`src/rtl/operand_fetch_pkg.sv`:
```
// ----------------------------------------------------------------------------
// operand_fetch_pkg
//   Shared widths, instruction field positions and FSM state encodings for the
//   operand-fetch stage. The project-wide macros (`WIDTH, `REG_ADDR_LEN,
//   `NUM_REGS, field positions, state codes) are defined here once, behind an
//   include guard. They are mirrored as package localparams so that importing
//   files only depend on the package.
//   Ports: none (package).
// ----------------------------------------------------------------------------
`ifndef OPERAND_FETCH_PARAMS_DEFINED
`define OPERAND_FETCH_PARAMS_DEFINED
`define WIDTH          32
`define REG_ADDR_LEN   5
`define NUM_REGS       32
`define OPCODE_HI      31
`define OPCODE_LO      26
`define RC_HI          25
`define RC_LO          21
`define RA_HI          20
`define RA_LO          16
`define RB_HI          15
`define RB_LO          11
`define IMM_HI         15
`define IMM_LO         0
`define ST_IDLE        2'd0
`define ST_CHECK       2'd1
`define ST_READ        2'd2
`define ST_VALID       2'd3
`endif

package operand_fetch_pkg;

    localparam int WIDTH        = `WIDTH;
    localparam int REG_ADDR_LEN = `REG_ADDR_LEN;
    localparam int NUM_REGS     = `NUM_REGS;
    localparam int OPCODE_W     = `OPCODE_HI - `OPCODE_LO + 1;
    localparam int IMM_W        = `IMM_HI - `IMM_LO + 1;

    localparam logic [1:0] ST_IDLE  = `ST_IDLE;
    localparam logic [1:0] ST_CHECK = `ST_CHECK;
    localparam logic [1:0] ST_READ  = `ST_READ;
    localparam logic [1:0] ST_VALID = `ST_VALID;

    function automatic logic [OPCODE_W-1:0] f_opcode(input logic [WIDTH-1:0] instr);
        return instr[`OPCODE_HI:`OPCODE_LO];
    endfunction

    function automatic logic [REG_ADDR_LEN-1:0] f_rc(input logic [WIDTH-1:0] instr);
        return instr[`RC_HI:`RC_LO];
    endfunction

    function automatic logic [REG_ADDR_LEN-1:0] f_ra(input logic [WIDTH-1:0] instr);
        return instr[`RA_HI:`RA_LO];
    endfunction

    function automatic logic [REG_ADDR_LEN-1:0] f_rb(input logic [WIDTH-1:0] instr);
        return instr[`RB_HI:`RB_LO];
    endfunction

    function automatic logic [IMM_W-1:0] f_imm(input logic [WIDTH-1:0] instr);
        return instr[`IMM_HI:`IMM_LO];
    endfunction

endpackage

```
`src/rtl/operand_fetch_scoreboard.sv`:
```
// ----------------------------------------------------------------------------
// scoreboard
//   One busy bit per architectural register. A bit is set when an instruction
//   that writes that register leaves operand fetch, and cleared when the
//   register file is written back. Register 0 is never busy.
//   Ports:
//     i_clk, i_rst_n        clock, asynchronous active-low reset
//     i_set_en, i_set_idx   mark a register busy at the next rising edge
//     i_clr_en, i_clr_idx   mark a register free at the next rising edge
//     i_query_a/b           registers to look up
//     o_busy_a/b            busy state of the queried registers
//     o_busy                full busy vector (observation)
// ----------------------------------------------------------------------------
module scoreboard
    import operand_fetch_pkg::*;
(
    input  logic                    i_clk,
    input  logic                    i_rst_n,
    input  logic                    i_set_en,
    input  logic [REG_ADDR_LEN-1:0] i_set_idx,
    input  logic                    i_clr_en,
    input  logic [REG_ADDR_LEN-1:0] i_clr_idx,
    input  logic [REG_ADDR_LEN-1:0] i_query_a,
    input  logic [REG_ADDR_LEN-1:0] i_query_b,
    output logic                    o_busy_a,
    output logic                    o_busy_b,
    output logic [NUM_REGS-1:0]     o_busy
);

    logic [NUM_REGS-1:0] r_busy;
    logic [NUM_REGS-1:0] w_busy_nxt;

    // Clear is applied first so a set of the same bit in the same cycle wins.
    always_comb begin
        w_busy_nxt = r_busy;
        if (i_clr_en) begin
            w_busy_nxt[i_clr_idx] = 1'b0;
        end
        if (i_set_en) begin
            w_busy_nxt[i_set_idx] = 1'b1;
        end
        w_busy_nxt[0] = 1'b0;
    end

    always_ff @(posedge i_clk or negedge i_rst_n) begin
        if (!i_rst_n) begin
            r_busy <= '0;
        end else begin
            r_busy <= w_busy_nxt;
        end
    end

    assign o_busy_a = r_busy[i_query_a];
    assign o_busy_b = r_busy[i_query_b];
    assign o_busy   = r_busy;

endmodule

```
`src/rtl/operand_fetch.sv`:
```
// ----------------------------------------------------------------------------
// operand_fetch
//   Accepts one instruction, waits until its source registers are not busy,
//   reads them from an external register file and presents an operand bundle
//   to execute. The register file samples rf_ra/rf_rb on the falling edge of
//   the READ cycle, so its data is captured at the rising edge leaving READ.
//   Ports:
//     clk, rst_n                 clock, asynchronous active-low reset
//     in_valid/in_ready/in_instr upstream instruction handshake
//     rf_ra, rf_rb, rf_r_en      register-file read request
//     rf_dataA, rf_dataB         register-file read data
//     wb_en, wb_rc               writeback notification (clears busy bit)
//     out_valid/out_ready        downstream bundle handshake
//     out_opcode, out_rc, out_a, out_b, out_imm   operand bundle
//     o_dbg_state                current FSM state
//     o_dbg_busy                 scoreboard busy vector
//
//   Handshakes: a transfer happens on a rising edge where valid and ready are
//   both 1. While out_valid is 1 the bundle is held stable until out_ready.
//   in_ready may depend combinationally on out_ready so a new instruction can
//   be accepted in the same cycle the previous bundle is taken.
// ----------------------------------------------------------------------------
module operand_fetch
    import operand_fetch_pkg::*;
(
    input  logic                    clk,
    input  logic                    rst_n,
    input  logic                    in_valid,
    output logic                    in_ready,
    input  logic [WIDTH-1:0]        in_instr,
    output logic [REG_ADDR_LEN-1:0] rf_ra,
    output logic [REG_ADDR_LEN-1:0] rf_rb,
    output logic                    rf_r_en,
    input  logic [WIDTH-1:0]        rf_dataA,
    input  logic [WIDTH-1:0]        rf_dataB,
    input  logic                    wb_en,
    input  logic [REG_ADDR_LEN-1:0] wb_rc,
    output logic                    out_valid,
    input  logic                    out_ready,
    output logic [OPCODE_W-1:0]     out_opcode,
    output logic [REG_ADDR_LEN-1:0] out_rc,
    output logic [WIDTH-1:0]        out_a,
    output logic [WIDTH-1:0]        out_b,
    output logic [IMM_W-1:0]        out_imm,
    output logic [1:0]              o_dbg_state,
    output logic [NUM_REGS-1:0]     o_dbg_busy
);

    logic [1:0]              r_state;
    logic [1:0]              w_state_nxt;
    logic [WIDTH-1:0]        r_instr;
    logic [OPCODE_W-1:0]     r_out_opcode;
    logic [REG_ADDR_LEN-1:0] r_out_rc;
    logic [WIDTH-1:0]        r_out_a;
    logic [WIDTH-1:0]        r_out_b;
    logic [IMM_W-1:0]        r_out_imm;

    logic                    w_in_ready;
    logic                    w_accept;
    logic                    w_out_fire;
    logic                    w_busy_a;
    logic                    w_busy_b;
    logic                    w_set_en;
    logic [REG_ADDR_LEN-1:0] w_ra;
    logic [REG_ADDR_LEN-1:0] w_rb;
    logic                    w_addr_phase;

    assign w_ra       = f_ra(r_instr);
    assign w_rb       = f_rb(r_instr);
    assign w_out_fire = (r_state == ST_VALID) && out_ready;
    assign w_in_ready = (r_state == ST_IDLE) || w_out_fire;
    assign w_accept   = in_valid && w_in_ready;
    // Destination becomes busy once the bundle is handed to execute.
    assign w_set_en   = w_out_fire && (r_out_rc != '0);

    scoreboard u_scoreboard (
        .i_clk     (clk),
        .i_rst_n   (rst_n),
        .i_set_en  (w_set_en),
        .i_set_idx (r_out_rc),
        .i_clr_en  (wb_en),
        .i_clr_idx (wb_rc),
        .i_query_a (w_ra),
        .i_query_b (w_rb),
        .o_busy_a  (w_busy_a),
        .o_busy_b  (w_busy_b),
        .o_busy    (o_dbg_busy)
    );

    always_comb begin
        w_state_nxt = r_state;
        case (r_state)
            ST_IDLE: begin
                if (w_accept) begin
                    w_state_nxt = ST_CHECK;
                end
            end
            ST_CHECK: begin
                // Register 0 is never busy, so ra/rb = 0 cannot stall here.
                if (!(w_busy_a || w_busy_b)) begin
                    w_state_nxt = ST_READ;
                end
            end
            ST_READ: begin
                w_state_nxt = ST_VALID;
            end
            ST_VALID: begin
                if (out_ready) begin
                    w_state_nxt = w_accept ? ST_CHECK : ST_IDLE;
                end
            end
            default: begin
                w_state_nxt = ST_IDLE;
            end
        endcase
    end

    always_ff @(posedge clk or negedge rst_n) begin
        if (!rst_n) begin
            r_state <= ST_IDLE;
            r_instr <= '0;
        end else begin
            r_state <= w_state_nxt;
            if (w_accept) begin
                r_instr <= in_instr;
            end
        end
    end

    // The bundle is captured at the edge that leaves READ, after the register
    // file has driven data for the addresses presented during READ.
    always_ff @(posedge clk or negedge rst_n) begin
        if (!rst_n) begin
            r_out_opcode <= '0;
            r_out_rc     <= '0;
            r_out_a      <= '0;
            r_out_b      <= '0;
            r_out_imm    <= '0;
        end else if (r_state == ST_READ) begin
            r_out_opcode <= f_opcode(r_instr);
            r_out_rc     <= f_rc(r_instr);
            r_out_a      <= rf_dataA;
            r_out_b      <= rf_dataB;
            r_out_imm    <= f_imm(r_instr);
        end
    end

    assign w_addr_phase = (r_state == ST_CHECK) || (r_state == ST_READ);

    assign rf_ra       = w_addr_phase ? w_ra : '0;
    assign rf_rb       = w_addr_phase ? w_rb : '0;
    assign rf_r_en     = (r_state == ST_READ);
    assign in_ready    = w_in_ready;
    assign out_valid   = (r_state == ST_VALID);
    assign out_opcode  = r_out_opcode;
    assign out_rc      = r_out_rc;
    assign out_a       = r_out_a;
    assign out_b       = r_out_b;
    assign out_imm     = r_out_imm;
    assign o_dbg_state = r_state;

endmodule

```
`config.mk`:
```
export PLATFORM = sky130hd
export DESIGN_NAME = operand_fetch
export DESIGN_NICKNAME = d
export VERILOG_FILES = /design/src/rtl/operand_fetch_pkg.sv /design/src/rtl/operand_fetch_scoreboard.sv /design/src/rtl/operand_fetch.sv
export SDC_FILE = /design/constraint.sdc
export NUM_CORES = 1
export LEC_CHECK = 0
export BUFFER_PORTS_ARGS = -buffer_cell sky130_fd_sc_hd__clkbuf_2
export CAP_MARGIN = 20
export CORE_ASPECT_RATIO = 1.4
export CORE_UTILIZATION = 50
export CTS_CLUSTER_DIAMETER = 200
export DETAILED_ROUTE_END_ITERATION = 6
export PLACE_DENSITY = 0.86
export SLEW_MARGIN = 0
export SYNTH_ARGS = -nofsm -noshare
export SYNTH_HDL_FRONTEND = slang
export SYNTH_SLANG_ARGS = --single-unit
```
`constraint.sdc`:
```
create_clock -name clk -period 3 [get_ports clk]
set_input_delay 0.45 -clock clk [delete_from_list [all_inputs] [get_ports clk]]
set_output_delay 0.45 -clock clk [all_outputs]
set_load 0.03 [all_outputs]
```
==> results.yml, run 1 <==
final_layout:
  insertedDiodeCount: 0
  mostFrequentLayoutCells: "241 x clkbuf_2, 156 x dfrtp_1, 129 x mux2_2, 61 x o21ai_0, 18 x nand2_1"
  layout.cells.non_filler: 912
  final_nets: 832
  fill_cells: 952
  syn2layout_area_growth_pct: 29.8
  final_layout_size_suffix_gt1_frac: 0.568
  post-route-util: 0.673
  final_common_cell: "clkbuf_2"
sta:
  max_freq_ghz: 0.403
  finalCriticalPeriod_ns: 2.48
  finalSetupViolations: 0
  finalCritPeriodShare: 0.826
  final.setup.worst_slack_ns: 0.521
  drv_slew: 0
  rsz0062_at_grt: "no"
  totalNegativeSetupSlack_ns: 0
  transition_time_at_the_pin_with_the_least_slew_margin_ns: 0.634
  timing.final.hold_violations: 0
  max_slew_margin_vs_limit: 0.578
  worst_clock_skew_ns: 0.0102
run_status:
  status: "finished clean"
critical_path:
  critPathBufInv: 0
  critical_path.max_fanout: 13
  cpMaxStageDelayCell: "dfrtp_1"
  crit_path_cell_trace: "mux4_1 > a2bb2oi_1 > a21oi_1 > a211o_4 > a41oi_2 > mux2_1"
  criticalPathCategory: "reg -> reg"
  worst-endpoint-arrival_ns: 2.78
  family_with_the_most_delay_on_the_worst_path: "multiplexers"
  timing.critical_path.slowest_cell_delay_ns: 0.68
  critical_path_required_ns: 3.30
  worst_setup_path_start_kind: "flip-flop"
  critPathCaptureType: "flip-flop"
synth:
  synth.yosys.warnings: 0
  cell_area_after_technology_mapping_um2: 6700
  synth_top_cell_area_share: 0.582
  synth_seq_area_share: 0.582
  synth-seq-cells: 156
  post_synth.cell_area_avg_um2: 14.0
  mappedNetlistNets: 590
  ys_types: 38
  synthTopCellsByArea: "dfrtp_1 58%, mux2_2 22%, o21ai_0 4.6%"
  post_synth_inst_count: 479
  post-synth-top-area-cell: "dfrtp_1"
grt:
  grt_util_all_layers: 0.267
  via_count_of_the_first_global_routing_pass: 5559
  wire_length_of_the_first_global_routing_pass_mm: 28.2
  antenna_violations_before_repair: 0
  grt_overflow: 0
  grt_max_degree: 66
clock_network:
  hold_fix_buffer_count_after_cts: 0
  tritoncts: "yes"
  postCtsResizedCells: 0
  clk_latency_ns: 0.42
  post_cts_setup_repair_buffer_count: 0
  maximum_clock_path_buffer_count: 2
  cts_buffers: 17
  cts_htree_levels: 4
  clock-sinks: 156
  cts.root.buffer_cell: "clkbuf_16"
  clkTransAtPathRegs_ns: 0.07
floorplanning:
  die_width_um: 99.9
  ios: 244
  die-height_um: 139
  core_um2: 12900
  start_util: 0.518
  dieArea_um2: 13900
  core.rowCount: 49
routing:
  post_route_antenna_net_violation_count: 0
  routed_via_density: 5.51
  first_iter_violations: 306
  vias_after_detailed_routing: 5023
  drt-wirelength-per-cell_um: 19.4
  finalWirelength_mm: 17.7
  detail_route.first_pass.iterations: 4
  final_routed_drc_violation_total: 0
placed_design:
  cell_total_after_placement: 880
  globalplace.congestion: 0.917
  detailedPlacementHpwl_mm: 13.3
  pre_cts_ws_ns: 0.537
  io_buffer_count: 242
worst_hold_path:
  holdCritPathClass: "in -> async"
power_and_ir_drop:
  irDropWorstVdd_uv: 848
  power.static_leakage_nw: 4.20
  power_per_cell_area_nw_per_um2: 1360
flow_run:
  cap_viol_max_count: 0
==> per-layer routing <==
layer	global-route usage	vias to the layer above	routed length (um)
met2	0.478	258	9580
met4	0.134	0	730
li1	-	2221	-
met1	0.288	2490	6210
met3	0.0685	54	1170
met5	0	-	0
==> cell usage after synthesis, drive strengths merged <==
cell       n
a31oi      1
conb       1
or3b       3
and4       1
clkbuf    15
nor3       1
inv        6
o22ai      4
ha         5
nand2     18
and3       3
nand2b     5
buf        8
nand3b     6
nor2       7
nor2b      3
a211o      1
a21oi      3
a2bb2oi    1
nand3      5
o31ai      1
dfrtp    156
mux2     130
nor4b      2
o31a       1
or3        2
and2      10
mux4      11
a41oi      1
o21ai     61
mux2i      7
==> final cells by class <==
type	instances	area, um^2	share of cell area
tap	178	223	0.0256
timing repair buffer	246	1280	0.148
clock buffer	17	425	0.0489
inverter	6	22.5	0.00259
multi-input combinational	294	2670	0.307
sequential	156	3900	0.449
clock inverter	15	173	0.0198
==> report_power, final <==
part	total (W)	internal (W)	switching, W
clock	0.00214	0.00119	0.000950
sequential	0.00406	0.00313	0.000924
combinational	0.00563	0.00224	0.00339
==> stage by stage <==
| stage | power, W | instance area (um^2) | hold slack (ns) |
|---|---|---|---|
| after global placement | 0.00946 | 8100 | 0.474 |
| after floorplan | 0.00794 | 6700 | 0.154 |
| after detailed placement | 0.00972 | 8100 | 0.489 |
| final | 0.0118 | 8700 | 0.0138 |
| after global routing | 0.0124 | 8700 | 0.0642 |
| after CTS | 0.0119 | 8700 | 0.0458 |
==> final timing paths <==
path	start	slack [ns]	cells after the start	endpoint
worst min register to register	r_instr[31]	0.51	1	r_instr[31]
max in group asynchronous	rst_n	2.13	2	out_b[21]
min in group clk	rf_dataA[31]	0.26	2	out_a[31]
worst min-delay path	rst_n	0.01	1	out_b[13]
worst max-delay path	r_instr[11]	0.52	6	o_dbg_state[1]
worst max register to register	r_instr[11]	0.52	6	o_dbg_state[1]
==> flip-flops by register name, summed over array words and instances, names as in the netlist <==
signal	flops
out_opcode	6
out_imm	16
out_rc	5
o_dbg_state	2
u_scoreboard.o_busy	31
out_b	32
r_instr	32
out_a	32
==> cells by family (layout without fill, tap and decap cells) <==
family / count (synthesis) / count (layout) / share of synthesized area
compound gates: 74 / 74 / 0.0612
fa+ha+maj: 5 / 5 / 0.00933
buf+inv: 29 / 284 / 0.0216
flops: 156 / 156 / 0.582
mux: 148 / 148 / 0.270
other cells: 1 / 1 / 0.000559
simple gates: 66 / 66 / 0.0547
No activity file was read; power rests on OpenSTA's default activity.
==> run 2: changes to the inputs <==
==> constraint.sdc (replaced) <==
create_clock -name clk -period 2.42 [get_ports clk]
set_input_delay 0.363 -clock clk [delete_from_list [all_inputs] [get_ports clk]]
set_output_delay 0.363 -clock clk [all_outputs]
set_load 0.03 [all_outputs]
==> run 2 against run 1 <==
  * Clock skew fell by 0.0016 ns
  * Cell count rose by 0.66%
  * Critical path depth fell by 1
  * Highest routed layer unchanged
  * Core utilization rose by 0.30 points
  * Critical endpoint unchanged
  * Wire length fell by 1.0%
  * Die area did not move
  * Clock power rose by 24%
  * First-iteration DRC count fell by 32%
  * Largest power group unchanged
  * Sequential power rose by 22%
  * Sequential share of layout area fell by 0.18 points
  * Fmax rose by 11%
==> results.yml, run 2 (synthesized netlist as in run 1, its figures left out) <==
run_status:
  status: "finished clean"
grt:
  grt_max_degree: 87
  grt_overflow: 0
  grt_util_all_layers: 0.264
  wire_length_of_the_first_global_routing_pass_mm: 27.9
  antenna_violations_before_repair: 0
  via_count_of_the_first_global_routing_pass: 5513
sta:
  max_freq_ghz: 0.446
  transition_time_at_the_pin_with_the_least_slew_margin_ns: 0.565
  max_slew_margin_vs_limit: 0.623
  rsz0062_at_grt: "no"
  finalCriticalPeriod_ns: 2.24
  timing.hold.ws_ns: 0.182
  finalCritPeriodShare: 0.926
  finalSetupViolations: 0
  drv_slew: 0
  timing.final.hold_violations: 0
  worst_clock_skew_ns: 0.00860
  final.setup.worst_slack_ns: 0.180
final_layout:
  syn2layout_area_growth_pct: 30.3
  insertedDiodeCount: 0
  final_nets: 839
  seqCellArea_um2: 3910
  final_common_cell: "clkbuf_2"
  mostFrequentLayoutCells: "241 x clkbuf_2, 155 x dfrtp_1, 129 x mux2_2, 61 x o21ai_0, 18 x nand2_1"
  multi_input_area_um2: 2670
  fill_cells: 964
  final_layout_size_suffix_gt1_frac: 0.572
power_and_ir_drop:
  power_per_cell_area_nw_per_um2: 1680
  power_frac_clock: 0.181
  irDropWorstVdd_uv: 1140
  p_sw_w: 0.00640
  power.static_leakage_nw: 4.22
  sw_frac_of_total: 0.437
  sequentialPowerShare: 0.338
  cellInternalPower_w: 0.00825
  comb_power_share: 0.481
routing:
  first_iter_violations: 208
  post_route_antenna_net_violation_count: 0
  routed_via_density: 5.44
  detail_route.first_pass.iterations: 5
  final_routed_drc_violation_total: 0
  finalWirelength_mm: 17.5
  drt-wirelength-per-cell_um: 19.1
  vias_after_detailed_routing: 4990
floorplanning:
  ios: 244
  core.rowCount: 49
  die_width_um: 99.9
  dieArea_um2: 13900
  core_um2: 12900
  start_util: 0.518
  die-height_um: 139
worst_hold_path:
  hold_depth: 2
  holdCritPathClass: "in -> reg"
critical_path:
  critical_path_required_ns: 2.71
  worst-endpoint-arrival_ns: 2.53
  criticalPathCategory: "reg -> reg"
  worst_setup_path_start_kind: "flip-flop"
  timing.reg2reg.worst_path_depth: 5
  critical_path.max_fanout: 14
  critPathCaptureType: "flip-flop"
clock_network:
  clock-sinks: 156
  maximum_clock_path_buffer_count: 2
  tritoncts: "yes"
  cts_buffers: 17
  clk_latency_ns: 0.41
  cts.root.buffer_cell: "clkbuf_16"
  cts_htree_levels: 4
  clkTransAtPathRegs_ns: 0.07
placed_design:
  detailedPlacementHpwl_mm: 13.3
  io_buffer_count: 242
  pre_cts_ws_ns: -0.0234
  globalplace.congestion: 0.891
flow_run:
  cap_viol_max_count: 0
-- run 2: cell types whose count changed in the layout (fill, tap and decap cells not counted), sizes merged --
cell         delta
inv             -3
clkinvlp        +2
clkbuf          +1
buf             +6
clkinv          -2
bufinv          +1
dlygate4sd3     +1
-- run 2: per-stage QoR --
| step | total power [W] | util | area (um^2) | std cells | TNS, ns |
|---|---|---|---|---|---|
| global placement | 0.0118 | 0.629 | 8130 | 886 | 0 |
| global route | 0.0154 | 0.676 | 8740 | 918 | 0 |
| finish | 0.0147 | 0.676 | 8740 | 918 | 0 |
| floorplan | 0.00984 | - | 6700 | 479 | 0 |
| CTS | 0.0148 | 0.676 | 8740 | 918 | 0 |
| detailed placement | 0.0121 | 0.629 | 8130 | 886 | -0.0234 |
-- run 2: per-layer routing --
layer | vias to the layer above | global-route usage | routed length, um
met4 | 0 | 0.111 | 557
met2 | 225 | 0.476 | 9690
met1 | 2480 | 0.295 | 6310
met3 | 48 | 0.0595 | 951
met5 | - | 0 | 0
li1 | 2237 | - | -
-- run 2: path summary, 6_finish.rpt --
| path | end | from | slack, ns |
|---|---|---|---|
| worst max-delay path | o_dbg_state[1] | r_instr[16] | 0.18 |
| worst min-delay path | out_a[8] | rf_dataA[8] | 0.18 |
| worst max register to register | o_dbg_state[1] | r_instr[16] | 0.18 |
| worst min register to register | out_imm[3] | r_instr[3] | 0.50 |
| max in group asynchronous | out_a[22] | rst_n | 1.14 |
| min in group asynchronous | out_b[17] | rst_n | 0.49 |
-- run 2: cell type report --
class,instances,share of cell area
clock buffers,18,0.0503
repair buffers,253,0.152
clock inverters,13,0.0176
flip-flops and latches,156,0.447
well taps,178,0.0255
multi-input cells,294,0.305
inverters,6,0.00258
-- run 2: worst max-delay path, cell delays in order (launching register included) --
cell     delay, ns
dfrtp_2       0.56
mux2i_1       0.14
mux4_2        0.47
or3_1         0.35
a41oi_2       0.25
mux2_1        0.34
-- run 2: power by group through the flow --
stage                     Combinational [W]  Sequential (W)  Clock (W)
after floorplan                     0.00332         0.00653          0
after global placement              0.00690         0.00488          0
after detailed placement            0.00707         0.00499          0
after CTS                           0.00710         0.00495    0.00270
after global routing                0.00744         0.00513    0.00281
final                               0.00705         0.00496    0.00265
-- run 2: timing repair --
item | CTS | global route
resized for setup | 1 | 0
endpoints found under the setup margin | 1 | 0
hold buffers | 1 | 0
endpoints found under the hold margin | 59 | 0
setup buffers | 0 | 0
==> run 3: changes to the inputs <==
==> constraint.sdc (replaced) <==
create_clock -name clk -period 2.13 [get_ports clk]
set_input_delay 0.3195 -clock clk [delete_from_list [all_inputs] [get_ports clk]]
set_output_delay 0.3195 -clock clk [all_outputs]
set_load 0.03 [all_outputs]
==> run 3 against run 2 <==
  * Die area unchanged
  * Global-route usage rose by 0.78 points
  * The run now ends with negative setup slack left
  * Flip-flop and latch count unchanged
  * Sequential power up 13%
  * Critical path type unchanged
  * Combinational power grew 22%
  * Cell count rose by 1.7%
  * Clock-buffer cell count is 1 lower
  * Final area increased by 2.7%
==> results.yml, run 3 (synthesized netlist as in run 1, its figures left out) <==
routing:
  finalWirelength_mm: 18.3
  drt-wirelength-per-cell_um: 19.6
  vias_after_detailed_routing: 5255
  final_routed_drc_violation_total: 0
  first_iter_violations: 350
  post_route_antenna_net_violation_count: 0
  detail_route.first_pass.iterations: 6
  routed_via_density: 5.63
power_and_ir_drop:
  cellInternalPower_w: 0.00963
  irDropWorstVdd_uv: 1280
  comb_power_share: 0.500
  totalPowerFinal_w: 0.0172
  power.static_leakage_nw: 4.32
  sequentialPowerShare: 0.326
  sw_frac_of_total: 0.441
  p_sw_w: 0.00761
  power_frac_clock: 0.175
  power_per_cell_area_nw_per_um2: 1920
clock_network:
  clkTransAtPathRegs_ns: 0.07
  maximum_clock_path_buffer_count: 2
  cts_htree_levels: 4
  cts.root.buffer_cell: "clkbuf_16"
  tritoncts: "yes"
  clk_latency_ns: 0.41
  cts_buffers: 17
  clock-sinks: 156
critical_path:
  cpMaxStageDelayCell: "dfrtp_2"
  crit_path_cell_trace: "buf_6 > mux2i_1 > mux4_2 > or3_4 > a41oi_4 > mux2_4"
  critPathCaptureType: "flip-flop"
  worst_setup_path_start_kind: "flip-flop"
  critical_path.max_fanout: 5
  worst-endpoint-arrival_ns: 2.43
  criticalPathCategory: "reg -> reg"
  critical_path_required_ns: 2.42
  timing.critical_path.slowest_cell_delay_ns: 0.45
run_status:
  status: "finished with violations"
  failed_checks: "negative setup slack"
final_layout:
  insertedDiodeCount: 0
  final_common_cell: "clkbuf_2"
  stdcell_area_um2: 8970
  syn2layout_area_growth_pct: 33.9
  mostFrequentLayoutCells: "241 x clkbuf_2, 153 x dfrtp_1, 129 x mux2_2, 61 x o21ai_0, 18 x nand2_1"
  multi_input_area_um2: 2730
  final_nets: 854
  final_layout_size_suffix_gt1_frac: 0.601
  seqCellArea_um2: 3910
  fill_cells: 951
grt:
  grt_util_all_layers: 0.272
  antenna_violations_before_repair: 0
  wire_length_of_the_first_global_routing_pass_mm: 28.8
  grt_max_degree: 57
  grt_overflow: 0
  via_count_of_the_first_global_routing_pass: 5714
floorplanning:
  die-height_um: 139
  core.rowCount: 49
  ios: 244
  dieArea_um2: 13900
  core_um2: 12900
  die_width_um: 99.9
  start_util: 0.518
placed_design:
  dpl-instance-area_um2: 8250
  detailedPlacementHpwl_mm: 13.8
  io_buffer_count: 242
  globalplace.congestion: 0.915
sta:
  finalCriticalPeriod_ns: 2.14
  finalCritPeriodShare: 1.01
  max_freq_ghz: 0.467
  finalSetupViolations: 1
  worst_clock_skew_ns: 0.00996
  drv_slew: 0
  rsz0062_at_grt: "yes"
  timing.final.hold_violations: 0
  final.setup.worst_slack_ns: -0.0108
worst_hold_path:
  holdCritPathClass: "in -> reg"
flow_run:
  cap_viol_max_count: 0
## run 3: metrics by stage
step / setup TNS (ns) / hold WS (ns) / setup WS, ns / cells / util
after floorplan: -6.35 / 0.0239 / -0.0651 / 479 / -
after global placement: -0.0875 / 0.233 / -0.0875 / 896 / 0.637
after detailed placement: -0.188 / 0.241 / -0.181 / 896 / 0.637
after CTS: -0.113 / 0.125 / -0.0610 / 934 / 0.689
after global routing: -0.0405 / 0.125 / -0.0267 / 934 / 0.694
final: -0.0108 / 0.136 / -0.0108 / 934 / 0.694
## run 3: area by class of cell
cell class                 instances  area share
inverter                           6     0.00251
timing repair buffer             268       0.167
multi-input combinational        294       0.304
clock buffer                      17      0.0474
sequential                       156       0.435
tap                              178      0.0248
clock inverter                    15      0.0187
## run 3: per-layer routing
| metal | GRT usage | vias to the layer above | wire (um) |
|---|---|---|---|
| li1 | - | 2264 | - |
| met1 | 0.287 | 2617 | 6280 |
| met2 | 0.480 | 296 | 9860 |
| met3 | 0.0741 | 78 | 1350 |
| met4 | 0.153 | 0 | 848 |
| met5 | 0 | - | 0 |
## run 3: worst paths after layout
kind,start,endpoint,slack [ns],depth (start not counted)
worst max-delay path,r_instr[16],o_dbg_state[1],-0.01,6
worst min-delay path,rf_dataB[2],out_b[2],0.14,2
worst max register to register,r_instr[16],o_dbg_state[1],-0.01,6
worst min register to register,r_instr[27],r_instr[27],0.50,1
max in group asynchronous,rst_n,out_a[22],1.07,3
min in group asynchronous,rst_n,out_a[4],0.37,2
## run 3: power by group through the flow
| stage | clock (W) | sequential [W] | combinational (W) |
|---|---|---|---|
| 2_1_floorplan | 0 | 0.00741 | 0.00377 |
| 3_3_place_gp | 0 | 0.00552 | 0.00809 |
| 3_5_place_dp | 0 | 0.00565 | 0.00831 |
| 4_1_cts | 0.00304 | 0.00559 | 0.00853 |
| 5_1_grt | 0.00318 | 0.00580 | 0.00905 |
| 6_report | 0.00301 | 0.00562 | 0.00861 |
## run 3: worst max-delay path, delay by kind of cell, from the launching register on
family / cells / cell delay (ns)
DFF: 1 / 0.45
buffers and inverters: 1 / 0.15
AOI/OAI and AO/OA: 1 / 0.19
muxes: 3 / 0.88
and+or+nand+nor: 1 / 0.35
## run 3: what timing repair did
action	4_1_cts	5_1_grt
hold buffers	1	0
buffers inserted	5	0
endpoints found under the setup margin	2	8
gates resized for setup	8	15
pin swaps	1	4
hold endpoints to repair	36	0
